`src/rtl/stack_sequencer_if.sv`:
```
// Command, response and stack-side signal bundle for stack_sequencer.
// Latency: none, wires only.
// Backpressure: cmd_valid/cmd_ready handshake; the response is an unthrottled one-cycle pulse.
//
// Ports (grouped):
//   cmd_*  : command in (valid/ready, op code, immediate)
//   rsp_*  : response out (valid pulse, top-of-stack data, error code)
//   stk_*  : micro-op port toward the operand stack, plus its TOS and error feedback
//   depth  : shadow entry count kept by the sequencer
// Modports:
//   slave  : the sequencer side.
//   master : the command source together with the stack.
interface stack_sequencer_if #(
  parameter int WIDTH = 8,
  parameter int DEPTH = 3
);
  logic             cmd_valid;
  logic             cmd_ready;
  logic [2:0]       cmd_op;
  logic [WIDTH-1:0] cmd_imm;
  logic             rsp_valid;
  logic [WIDTH-1:0] rsp_data;
  logic [1:0]       rsp_err;
  logic [1:0]       stk_op;
  logic [WIDTH-1:0] stk_data;
  logic [WIDTH-1:0] stk_tos;
  logic [1:0]       stk_error;
  logic [DEPTH:0]   depth;

  modport slave (
    input  cmd_valid, cmd_op, cmd_imm, stk_tos, stk_error,
    output cmd_ready, rsp_valid, rsp_data, rsp_err, stk_op, stk_data, depth
  );

  modport master (
    output cmd_valid, cmd_op, cmd_imm, stk_tos, stk_error,
    input  cmd_ready, rsp_valid, rsp_data, rsp_err, stk_op, stk_data, depth
  );
endinterface

```
`src/rtl/stack_sequencer.sv`:
```
// Expands stack commands (push/drop/dup/peek/add/sub/and) into single-cycle stack micro-ops.
// Latency: 1 cycle to the response when no micro-op is needed, 2 for push/drop/dup, 3 for binary ops.
// Backpressure: accepts only in IDLE, one command in flight; cmd_valid while not ready is ignored.
//
// Ports:
//   clk, reset : clock and synchronous active-high reset (shared with the stack)
//   bus        : stack_sequencer_if.slave carrying cmd_*, rsp_*, stk_* and depth
module stack_sequencer #(
  parameter int WIDTH = 8,
  parameter int DEPTH = 3
) (
  input  logic            clk,
  input  logic            reset,
  stack_sequencer_if.slave bus
);

  localparam int DW = DEPTH + 1;
  // Common width for comparing/subtracting the DROP count against the depth.
  localparam int CW = (WIDTH > DW) ? WIDTH : DW;
  localparam logic [DW-1:0] MAX = {DW{1'b1}};

  localparam logic [2:0] OP_NOP  = 3'd0;
  localparam logic [2:0] OP_PUSH = 3'd1;
  localparam logic [2:0] OP_DROP = 3'd2;
  localparam logic [2:0] OP_ADD  = 3'd3;
  localparam logic [2:0] OP_SUB  = 3'd4;
  localparam logic [2:0] OP_AND  = 3'd5;
  localparam logic [2:0] OP_DUP  = 3'd6;
  localparam logic [2:0] OP_PEEK = 3'd7;

  localparam logic [1:0] ERR_NONE  = 2'd0;
  localparam logic [1:0] ERR_UNDER = 2'd1;
  localparam logic [1:0] ERR_OVER  = 2'd2;
  localparam logic [1:0] ERR_FAULT = 2'd3;

  localparam logic [1:0] SOP_NONE = 2'd0;
  localparam logic [1:0] SOP_PUSH = 2'd1;
  localparam logic [1:0] SOP_POP  = 2'd2;
  localparam logic [1:0] SOP_REPL = 2'd3;

  typedef enum logic [2:0] {
    S_IDLE    = 3'd0,
    S_ISSUE   = 3'd1,
    S_BIN_POP = 3'd2,
    S_BIN_WR  = 3'd3,
    S_RESP    = 3'd4
  } state_t;

  state_t           state_q, state_d;
  logic [2:0]       op_q;
  logic [WIDTH-1:0] imm_q;
  logic [1:0]       err_q;
  logic             fault_q;
  logic [DW-1:0]    depth_q;
  logic [WIDTH-1:0] a_q;

  logic             accept;
  logic [1:0]       chk_err;
  logic [CW-1:0]    depth_ext;
  logic [CW-1:0]    imm_ext;
  logic [CW-1:0]    drop_rem;
  logic [WIDTH-1:0] alu_res;
  logic             fault_now;

  logic [1:0]       stk_op_c;
  logic [WIDTH-1:0] stk_data_c;
  logic             rsp_valid_c;
  logic [WIDTH-1:0] rsp_data_c;
  logic [1:0]       rsp_err_c;

  assign bus.cmd_ready = (state_q == S_IDLE) && !reset;
  assign accept        = bus.cmd_valid && bus.cmd_ready;

  // Legality of the offered command against the shadow depth.
  always_comb begin
    chk_err   = ERR_NONE;
    depth_ext = CW'(depth_q);
    imm_ext   = CW'(bus.cmd_imm);
    case (bus.cmd_op)
      OP_PUSH: begin
        if (depth_q == MAX) chk_err = ERR_OVER;
      end
      OP_DUP: begin
        // Underflow takes priority over overflow.
        if (depth_q == '0)       chk_err = ERR_UNDER;
        else if (depth_q == MAX) chk_err = ERR_OVER;
      end
      OP_DROP: begin
        // cmd_imm is count-1, so we need strictly more entries than imm.
        if (!(depth_ext > imm_ext)) chk_err = ERR_UNDER;
      end
      OP_ADD, OP_SUB, OP_AND: begin
        if (depth_q < DW'(2)) chk_err = ERR_UNDER;
      end
      OP_PEEK: begin
        if (depth_q == '0) chk_err = ERR_UNDER;
      end
      default: chk_err = ERR_NONE;
    endcase
  end

  // State register.
  always_ff @(posedge clk) begin
    if (reset) state_q <= S_IDLE;
    else       state_q <= state_d;
  end

  // Next-state logic.
  always_comb begin
    state_d = state_q;
    case (state_q)
      S_IDLE: begin
        if (accept) begin
          if (chk_err != ERR_NONE || bus.cmd_op == OP_NOP || bus.cmd_op == OP_PEEK)
            state_d = S_RESP;
          else if (bus.cmd_op == OP_PUSH || bus.cmd_op == OP_DROP || bus.cmd_op == OP_DUP)
            state_d = S_ISSUE;
          else
            state_d = S_BIN_POP;
        end
      end
      S_ISSUE:   state_d = S_RESP;
      S_BIN_POP: state_d = S_BIN_WR;
      S_BIN_WR:  state_d = S_RESP;
      S_RESP:    state_d = S_IDLE;
      default:   state_d = S_IDLE;
    endcase
  end

  // Remaining depth after dropping imm+1 entries; legality guarantees no wrap.
  always_comb begin
    drop_rem = CW'(depth_q) - CW'(imm_q) - CW'(1);
  end

  // Second operand b is the new TOS after popping a; result replaces b.
  always_comb begin
    case (op_q)
      OP_ADD:  alu_res = bus.stk_tos + a_q;
      OP_SUB:  alu_res = bus.stk_tos - a_q;
      OP_AND:  alu_res = bus.stk_tos & a_q;
      default: alu_res = '0;
    endcase
  end

  // Command latch, shadow depth, popped operand and fault latch.
  always_ff @(posedge clk) begin
    if (reset) begin
      op_q    <= OP_NOP;
      imm_q   <= '0;
      err_q   <= ERR_NONE;
      fault_q <= 1'b0;
      depth_q <= '0;
      a_q     <= '0;
    end else begin
      if (accept) begin
        op_q    <= bus.cmd_op;
        imm_q   <= bus.cmd_imm;
        err_q   <= chk_err;
        fault_q <= 1'b0;
      end
      case (state_q)
        S_ISSUE: begin
          if (op_q == OP_DROP) depth_q <= drop_rem[DW-1:0];
          else                 depth_q <= depth_q + DW'(1);
        end
        S_BIN_POP: begin
          a_q     <= bus.stk_tos;
          depth_q <= depth_q - DW'(1);
        end
        S_BIN_WR, S_RESP: begin
          // The stack flags errors a cycle late; any flag here means the
          // shadow depth disagreed with the stack. Depth is left as is.
          if (bus.stk_error != 2'd0) fault_q <= 1'b1;
        end
        default: ;
      endcase
    end
  end

  // A fault flagged during RESP itself must still be reported by this response.
  assign fault_now = fault_q || (bus.stk_error != 2'd0);

  // Output decode.
  always_comb begin
    stk_op_c    = SOP_NONE;
    stk_data_c  = '0;
    rsp_valid_c = 1'b0;
    rsp_data_c  = '0;
    rsp_err_c   = ERR_NONE;
    case (state_q)
      S_ISSUE: begin
        if (op_q == OP_DROP) begin
          stk_op_c   = SOP_POP;
          stk_data_c = imm_q;
        end else if (op_q == OP_DUP) begin
          stk_op_c   = SOP_PUSH;
          stk_data_c = bus.stk_tos;
        end else begin
          stk_op_c   = SOP_PUSH;
          stk_data_c = imm_q;
        end
      end
      S_BIN_POP: begin
        stk_op_c = SOP_POP;
      end
      S_BIN_WR: begin
        stk_op_c   = SOP_REPL;
        stk_data_c = alu_res;
      end
      S_RESP: begin
        rsp_valid_c = 1'b1;
        rsp_err_c   = fault_now ? ERR_FAULT : err_q;
        if (rsp_err_c == ERR_NONE && depth_q != '0) rsp_data_c = bus.stk_tos;
      end
      default: ;
    endcase
  end

  // The stack resets in the same cycle, so no micro-op may escape during reset.
  assign bus.stk_op    = reset ? SOP_NONE : stk_op_c;
  assign bus.stk_data  = stk_data_c;
  assign bus.rsp_valid = rsp_valid_c;
  assign bus.rsp_data  = rsp_data_c;
  assign bus.rsp_err   = rsp_err_c;
  assign bus.depth     = depth_q;

endmodule

```
`src/flat_wrapper.sv`:
```
// flat-port wrapper written by rule: the top's interface ports become plain ports
module stack_sequencer_flat 
#(
  parameter int WIDTH = 8,
  parameter int DEPTH = 3
)
  (clk, reset, bus_cmd_valid, bus_cmd_op, bus_cmd_imm, bus_stk_tos, bus_stk_error, bus_cmd_ready, bus_rsp_valid, bus_rsp_data, bus_rsp_err, bus_stk_op, bus_stk_data, bus_depth);
  stack_sequencer_if #(.WIDTH(WIDTH), .DEPTH(DEPTH)) bus_i ();
  input  logic clk;
  input  logic reset;
  input wire logic [$bits(bus_i.cmd_valid)-1:0] bus_cmd_valid;
  input wire logic [$bits(bus_i.cmd_op)-1:0] bus_cmd_op;
  input wire logic [$bits(bus_i.cmd_imm)-1:0] bus_cmd_imm;
  input wire logic [$bits(bus_i.stk_tos)-1:0] bus_stk_tos;
  input wire logic [$bits(bus_i.stk_error)-1:0] bus_stk_error;
  output wire logic [$bits(bus_i.cmd_ready)-1:0] bus_cmd_ready;
  output wire logic [$bits(bus_i.rsp_valid)-1:0] bus_rsp_valid;
  output wire logic [$bits(bus_i.rsp_data)-1:0] bus_rsp_data;
  output wire logic [$bits(bus_i.rsp_err)-1:0] bus_rsp_err;
  output wire logic [$bits(bus_i.stk_op)-1:0] bus_stk_op;
  output wire logic [$bits(bus_i.stk_data)-1:0] bus_stk_data;
  output wire logic [$bits(bus_i.depth)-1:0] bus_depth;
  assign bus_i.cmd_valid = bus_cmd_valid;
  assign bus_i.cmd_op = bus_cmd_op;
  assign bus_i.cmd_imm = bus_cmd_imm;
  assign bus_i.stk_tos = bus_stk_tos;
  assign bus_i.stk_error = bus_stk_error;
  assign bus_cmd_ready = bus_i.cmd_ready;
  assign bus_rsp_valid = bus_i.rsp_valid;
  assign bus_rsp_data = bus_i.rsp_data;
  assign bus_rsp_err = bus_i.rsp_err;
  assign bus_stk_op = bus_i.stk_op;
  assign bus_stk_data = bus_i.stk_data;
  assign bus_depth = bus_i.depth;
  stack_sequencer #(.WIDTH(WIDTH), .DEPTH(DEPTH)) u_core (.clk(clk), .reset(reset), .bus(bus_i));
endmodule
```
`config.mk`:
```
export PLATFORM = sky130hd
export DESIGN_NAME = stack_sequencer_flat
export DESIGN_NICKNAME = d
export VERILOG_FILES = /design/src/rtl/stack_sequencer_if.sv /design/src/rtl/stack_sequencer.sv /design/src/flat_wrapper.sv
export SDC_FILE = /design/constraint.sdc
export NUM_CORES = 1
export LEC_CHECK = 0
export CORE_MARGIN = 2
export CORE_UTILIZATION = 60
export CTS_BUF_LIST = sky130_fd_sc_hd__clkbuf_4 sky130_fd_sc_hd__clkbuf_8
export CTS_CLUSTER_SIZE = 16
export DETAILED_ROUTE_END_ITERATION = 7
export DONT_BUFFER_PORTS = 1
export HOLD_SLACK_MARGIN = 0.1
export MAX_ROUTING_LAYER = met4
export PLACE_DENSITY_LB_ADDON = 0.15
export SKIP_CTS_REPAIR_TIMING = 1
export SYNTH_ARGS = -nofsm -noshare
export SYNTH_HDL_FRONTEND = slang
export SYNTH_SLANG_ARGS = --single-unit
```
`constraint.sdc`:
```
create_clock -name clk -period 2.54 [get_ports clk]
set_input_delay 0.508 -clock clk [delete_from_list [all_inputs] [get_ports clk]]
set_output_delay 0.508 -clock clk [all_outputs]
set_load 0.02 [all_outputs]
```
Word level (Yosys, flattened, before mapping). Cells that the tools add are included.

Register bits after elaboration: 29. Input port bits: 24.

Add/sub/neg operators: 6. $lt $le $gt $ge: 2. Equal/unequal tests: 18. Mux-type cells: 27. Bitwise operators: 1. Reductions and logical operators: 20.

Operator list (count): two-way mux 8 bit (4); equality test 3 bit, second input constant (8); one-hot mux 8 bit (3 select lines) (1); equality test 3 x 2 -> 1 bit, second input constant (6); one-hot mux 8 bit (2 select lines) (1); two-way mux 2 bit (7); one-hot mux 2 bit (5 select lines) (1); one-hot mux 3 bit (3 select lines) (1); adder 8 bit (1); AND 8 bit (1); greater-than comparator 4 x 8 -> 1 bit (1); one-hot mux 4 bit (2 select lines) (1); subtractor 4 x 1 -> 4 bit, second input constant (2); subtractor 8 bit (1); two-way mux 1 bit (7); equality test 3 x 1 -> 1 bit, second input constant (2); zero test 3 bit (2); two-way mux 3 bit (2); one-hot mux 2 bit (3 select lines) (1); nonzero test 2 bit (3); logical OR 1 bit (5); adder 4 x 1 -> 4 bit, second input constant (1); equality test 4 bit, second input constant (1); zero test 4 bit (1); other kinds (10) (13).

Logic depth before layout (Yosys ltp).
Depth after elaboration: 10. Mapped depth: 12.

Least setup slack after synthesis. OpenSTA, ideal clock, no wires.

Kind: flip-flop to output port. Start: reg u_core.op_q[2]. End: out bus_stk_data[7]. Arrival time: 2421 ps. Required time: 2032 ps. Setup slack: -389 ps. Cell stages (with the launch flop): 11. Path buffers: 1. Cell sequence: dfxtp_1 -> and2b_4 -> nor2b_4 -> buf_6 -> mux2i_1 -> ha_1 -> a21o_1 -> a41o_1 -> a31oi_1 -> xnor2_1 -> o21ai_1.

Cells in the longest elaborated chain, start to end: 4.

Ends and longest elaborated chain: from (decl) (line stack_sequencer.sv:50) `logic [2:0] op_q;`; from (signal assigned) (line stack_sequencer.sv:156) `op_q <= bus.cmd_op;`; equality test 3 bit (line stack_sequencer.sv:195) `end else if (op_q == OP_DUP) begin`; two-way mux 8 bit (line stack_sequencer.sv:195); two-way mux 8 bit (line stack_sequencer.sv:192) `if (op_q == OP_DROP) begin`; one-hot mux 8 bit (2 select lines) * (line stack_sequencer.sv:190) `case (state_q)`; to (decl) (line flat_wrapper.sv:21) `output wire logic [$bits(bus_i.stk_data)-1:0] bus_stk_data;`.

Mark *: on every way between the ends. The rest lies on a longest branch, timed or not.

Worst setup path in the final report.
Start: reg u_core.op_q[1]. End: out bus_stk_data[7].

Same word-level chain as after synthesis.

==> impl_summary.txt <==
----------------------------------------------------
[Layout]
  Final layout net count ... 393
  Final design area excluding fillers ... about 2800 um^2
  Final cell utilization of the core ... about 72%
  Syn-to-layout area delta ... 16.9%
  Inserted Diodes ... 0
  Share of final-layout standard cells stronger than drive strength 1 ... roughly a fifth
  Number of fill cells ... around 300

[Detailed routing]
  Remaining number of nets flagged by the antenna check after routing ... 0
  Sum of routed wire length over all layers ... around 6.3 mm
  Final routed DRC violation total ... 0
  Avg Vias per Cell ... 5.92
  Total via count after detailed routing ... roughly 2400
  Detailed Routing Iterations Pass 1 ... 4
  DRC violation total after the first TritonRoute iteration ... 168
  Wire length per cell after detailed routing ... roughly 16 um

[Critical path]
  Kind of critical path ... reg2out
  CP endpoint kind ... output port
  Type of element launching the critical path ... flip-flop
  Critical path data arrival time ... about 2.6 ns
  Worst path required time ... just over 2 ns
  Worst-path maximum fanout ... 6

[Floorplan]
  Chip width ... 67.6 um
  DIE AREA ... about 4600 um^2
  Placeable core area ... 3940 um^2
  Number of placement rows ... 23
  Initial core utilization ... 61.5%
  Vertical extent of the die ... around 68 um
  Num ports ... 50

[Synth]
  Synth cell count leaders ... nand2_1 (52), dfxtp_1 (29), a21oi_1 (26), nor2_1 (22), ha_1 (18)
  Count of warnings emitted by yosys ... 0
  Cell with the most instances after synthesis ... nand2_1
  Sequential element share of the synthesized area ... 23.9%
  Number of unique standard cell types used by synthesis ... 54
  Per-instance average area after synthesis ... 7.53 um^2
  Share of synthesized flip-flops with an asynchronous set or reset ... 0%
  Number of nets in the synthesized netlist ... roughly 370
  Number of enable-type register cells in the synthesized netlist ... 0
  Flop and latch count out of synthesis ... 29
  Portion of synthesized cell area occupied by the leading cell type ... about a quarter
  Synthesized area ... 2420 um^2
  Cell types occupying the most area after synthesis ... dfxtp_1 (24%), ha_1 (9.3%), nand2_1 (8.0%)
  Synth area leader ... dfxtp_1
  Predominant post-synthesis flop cell ... dfxtp_1
  Cells after Synth ... between 300 and 400

[CTS]
  Clock Root Buffer ... clkbuf_8
  Worst-skew pair later-pin latency ... approximately 0.28 ns
  Clock net sink count ... 29
  # H-tree levels ... 2
  TritonCTS clock tree ... built
  Post-CTS clock slew at the launch and capture registers of the worst setup and hold paths ... 0.06 ns
  Maximum number of buffers from clock root to sink ... 2
  Clock buffers created by TritonCTS ... 5

[Timing]
  Worst Max-Slew Pin Slew ... around 0.65 ns
  Setup ws final ... -0.532 ns
  Minimum period implied by the final worst setup slack ... around 3.1 ns
  Largest clock skew in the final design ... around 0.0043 ns
  Unrepaired setup endpoints after global routing ... true
  Total Neg Setup Slack ... -3.21 ns
  Final hold violation count ... 0
  Slew margin rel. ... a little under three fifths
  Final setup vio count ... 7
  Fmax ... 0.325 GHz
  Share of the clock period used by the worst path after layout ... 121%
  Max-slew violation count ... 0

[Global routing]
  Via count of the first global-routing pass ... about 2300
  Final global-route overflow total ... 0
  Pin count of the biggest net entering global routing ... 34
  Number of antenna violations at the first check in global routing ... 0
  All-Layer GR Usage ... 30.9%
  Wire length of the first global-routing pass ... 10.4 mm

[Placement]
  Placed standard-cell area ... ~2700 um^2
  Worst Setup Slack post-DPL ... -0.243 ns
  Count of buffers inserted at the top-level ports ... 0
  Detailed Place HPWL ... 4.94 mm
  Last weighted congestion value of the routability-driven placer ... between 0.9 and 1

[Pwr]
  Pwr/cell area ... around 600 nW/um^2
  Worst VDD drop ... about 0.42 mV
  Static power due to leakage ... 1.19 nW

[Status]
  Run status ... complete, but fails checks
  Violated checks ... setup timing

[Worst hold path]
  Classification of the worst-slack hold path ... in2reg

[Flow run]
  Total of max-cap violations ... 0

----------------------------------------------------
through the flow:
stage               hold WS (ns)  total power, mW  cells
finish                     0.292             1.69    399
CTS                        0.281             1.69    399
global route               0.280             1.80    399
global placement           0.465             1.27    392
detailed placement         0.471             1.29    392
floorplan                  0.449             1.09    322
layout make-up:
class | instances | area (um^2) | share of cell area, %
multi-input combinational | 259 | 1760 | 62.1
sequential | 29 | 583 | 20.6
timing repair buffer | 36 | 270 | 9.53
clock buffer | 7 | 90.1 | 3.18
inverter | 18 | 67.6 | 2.38
tap | 50 | 62.6 | 2.21
metal layers:
layer / routed length, um / track usage [%] / share of wire (%) / up-vias
met2: 3160 / 54.0 / 50 / 76
met4: 114 / 11.2 / 1.8 / 0
met5: 0 / - / 0 / -
met1: 2620 / 35.0 / 41 / 1081
li1: - / - / - / 1194
met3: 448 / 5.67 / 7.1 / 12
flip-flops by register name, summed over array words and instances, names as in the netlist:
| name | cells |
|---|---|
| u_core.a_q | 8 |
| u_core.bus.depth | 4 |
| u_core.err_q | 2 |
| u_core.fault_q | 1 |
| u_core.imm_q | 8 |
| u_core.op_q | 3 |
| u_core.state_q | 3 |
placed cells by master (no fill, tap or decap), drive strengths merged, types with 6 or more instances in the layout:
master,n
xnor2,13
a21oi,27
nor2,22
buf,36
nand3b,11
o21ai,13
inv,18
dfxtp,29
nor3,10
clkbuf,7
nand2,52
ha,18
and2,10
o22ai,6
a21o,7
critical path, stage by stage (launching register included):
cell,delay [ns]
dfxtp_2,0.31
and2b_4,0.23
nor2b_4,0.23
mux2i_2,0.30
ha_1,0.27
a21o_1,0.16
a41o_1,0.27
a31oi_1,0.18
xnor2_1,0.10
o21ai_2,0.24
cells by family (layout without fill, tap and decap cells):
family / count (synthesis) / count (layout) / synth area share (%)
AOI/OAI and AO/OA: 83 / 83 / 22.1
buffers and inverters: 34 / 61 / 6.24
adders and majority gates: 20 / 20 / 10.9
muxes: 5 / 5 / 2.06
and+or+nand+nor: 135 / 135 / 28.6
DFF: 29 / 29 / 23.9
xor gates and xnor gates: 16 / 16 / 6.09
report_power, final:
group / switching [mW] / leakage [nW] / internal [mW]
combinational: 0.396 / 0.905 / 0.346
clock: 0.172 / 0.0477 / 0.225
sequential: 0.0504 / 0.238 / 0.502
total: 0.618 / 1.19 / 1.07
path summary, 6_finish.rpt:
path,start,to,slack [ns],cells after the start
worst max-delay path,u_core.op_q[1],bus_stk_data[7],-0.53,9
worst min-delay path,reset,u_core.a_q[4],0.29,1
worst max register to register,u_core.bus.depth[3],u_core.state_q[0],0.61,6
worst min register to register,u_core.a_q[7],u_core.a_q[7],0.49,2
(Power assumes the default switching activity.)
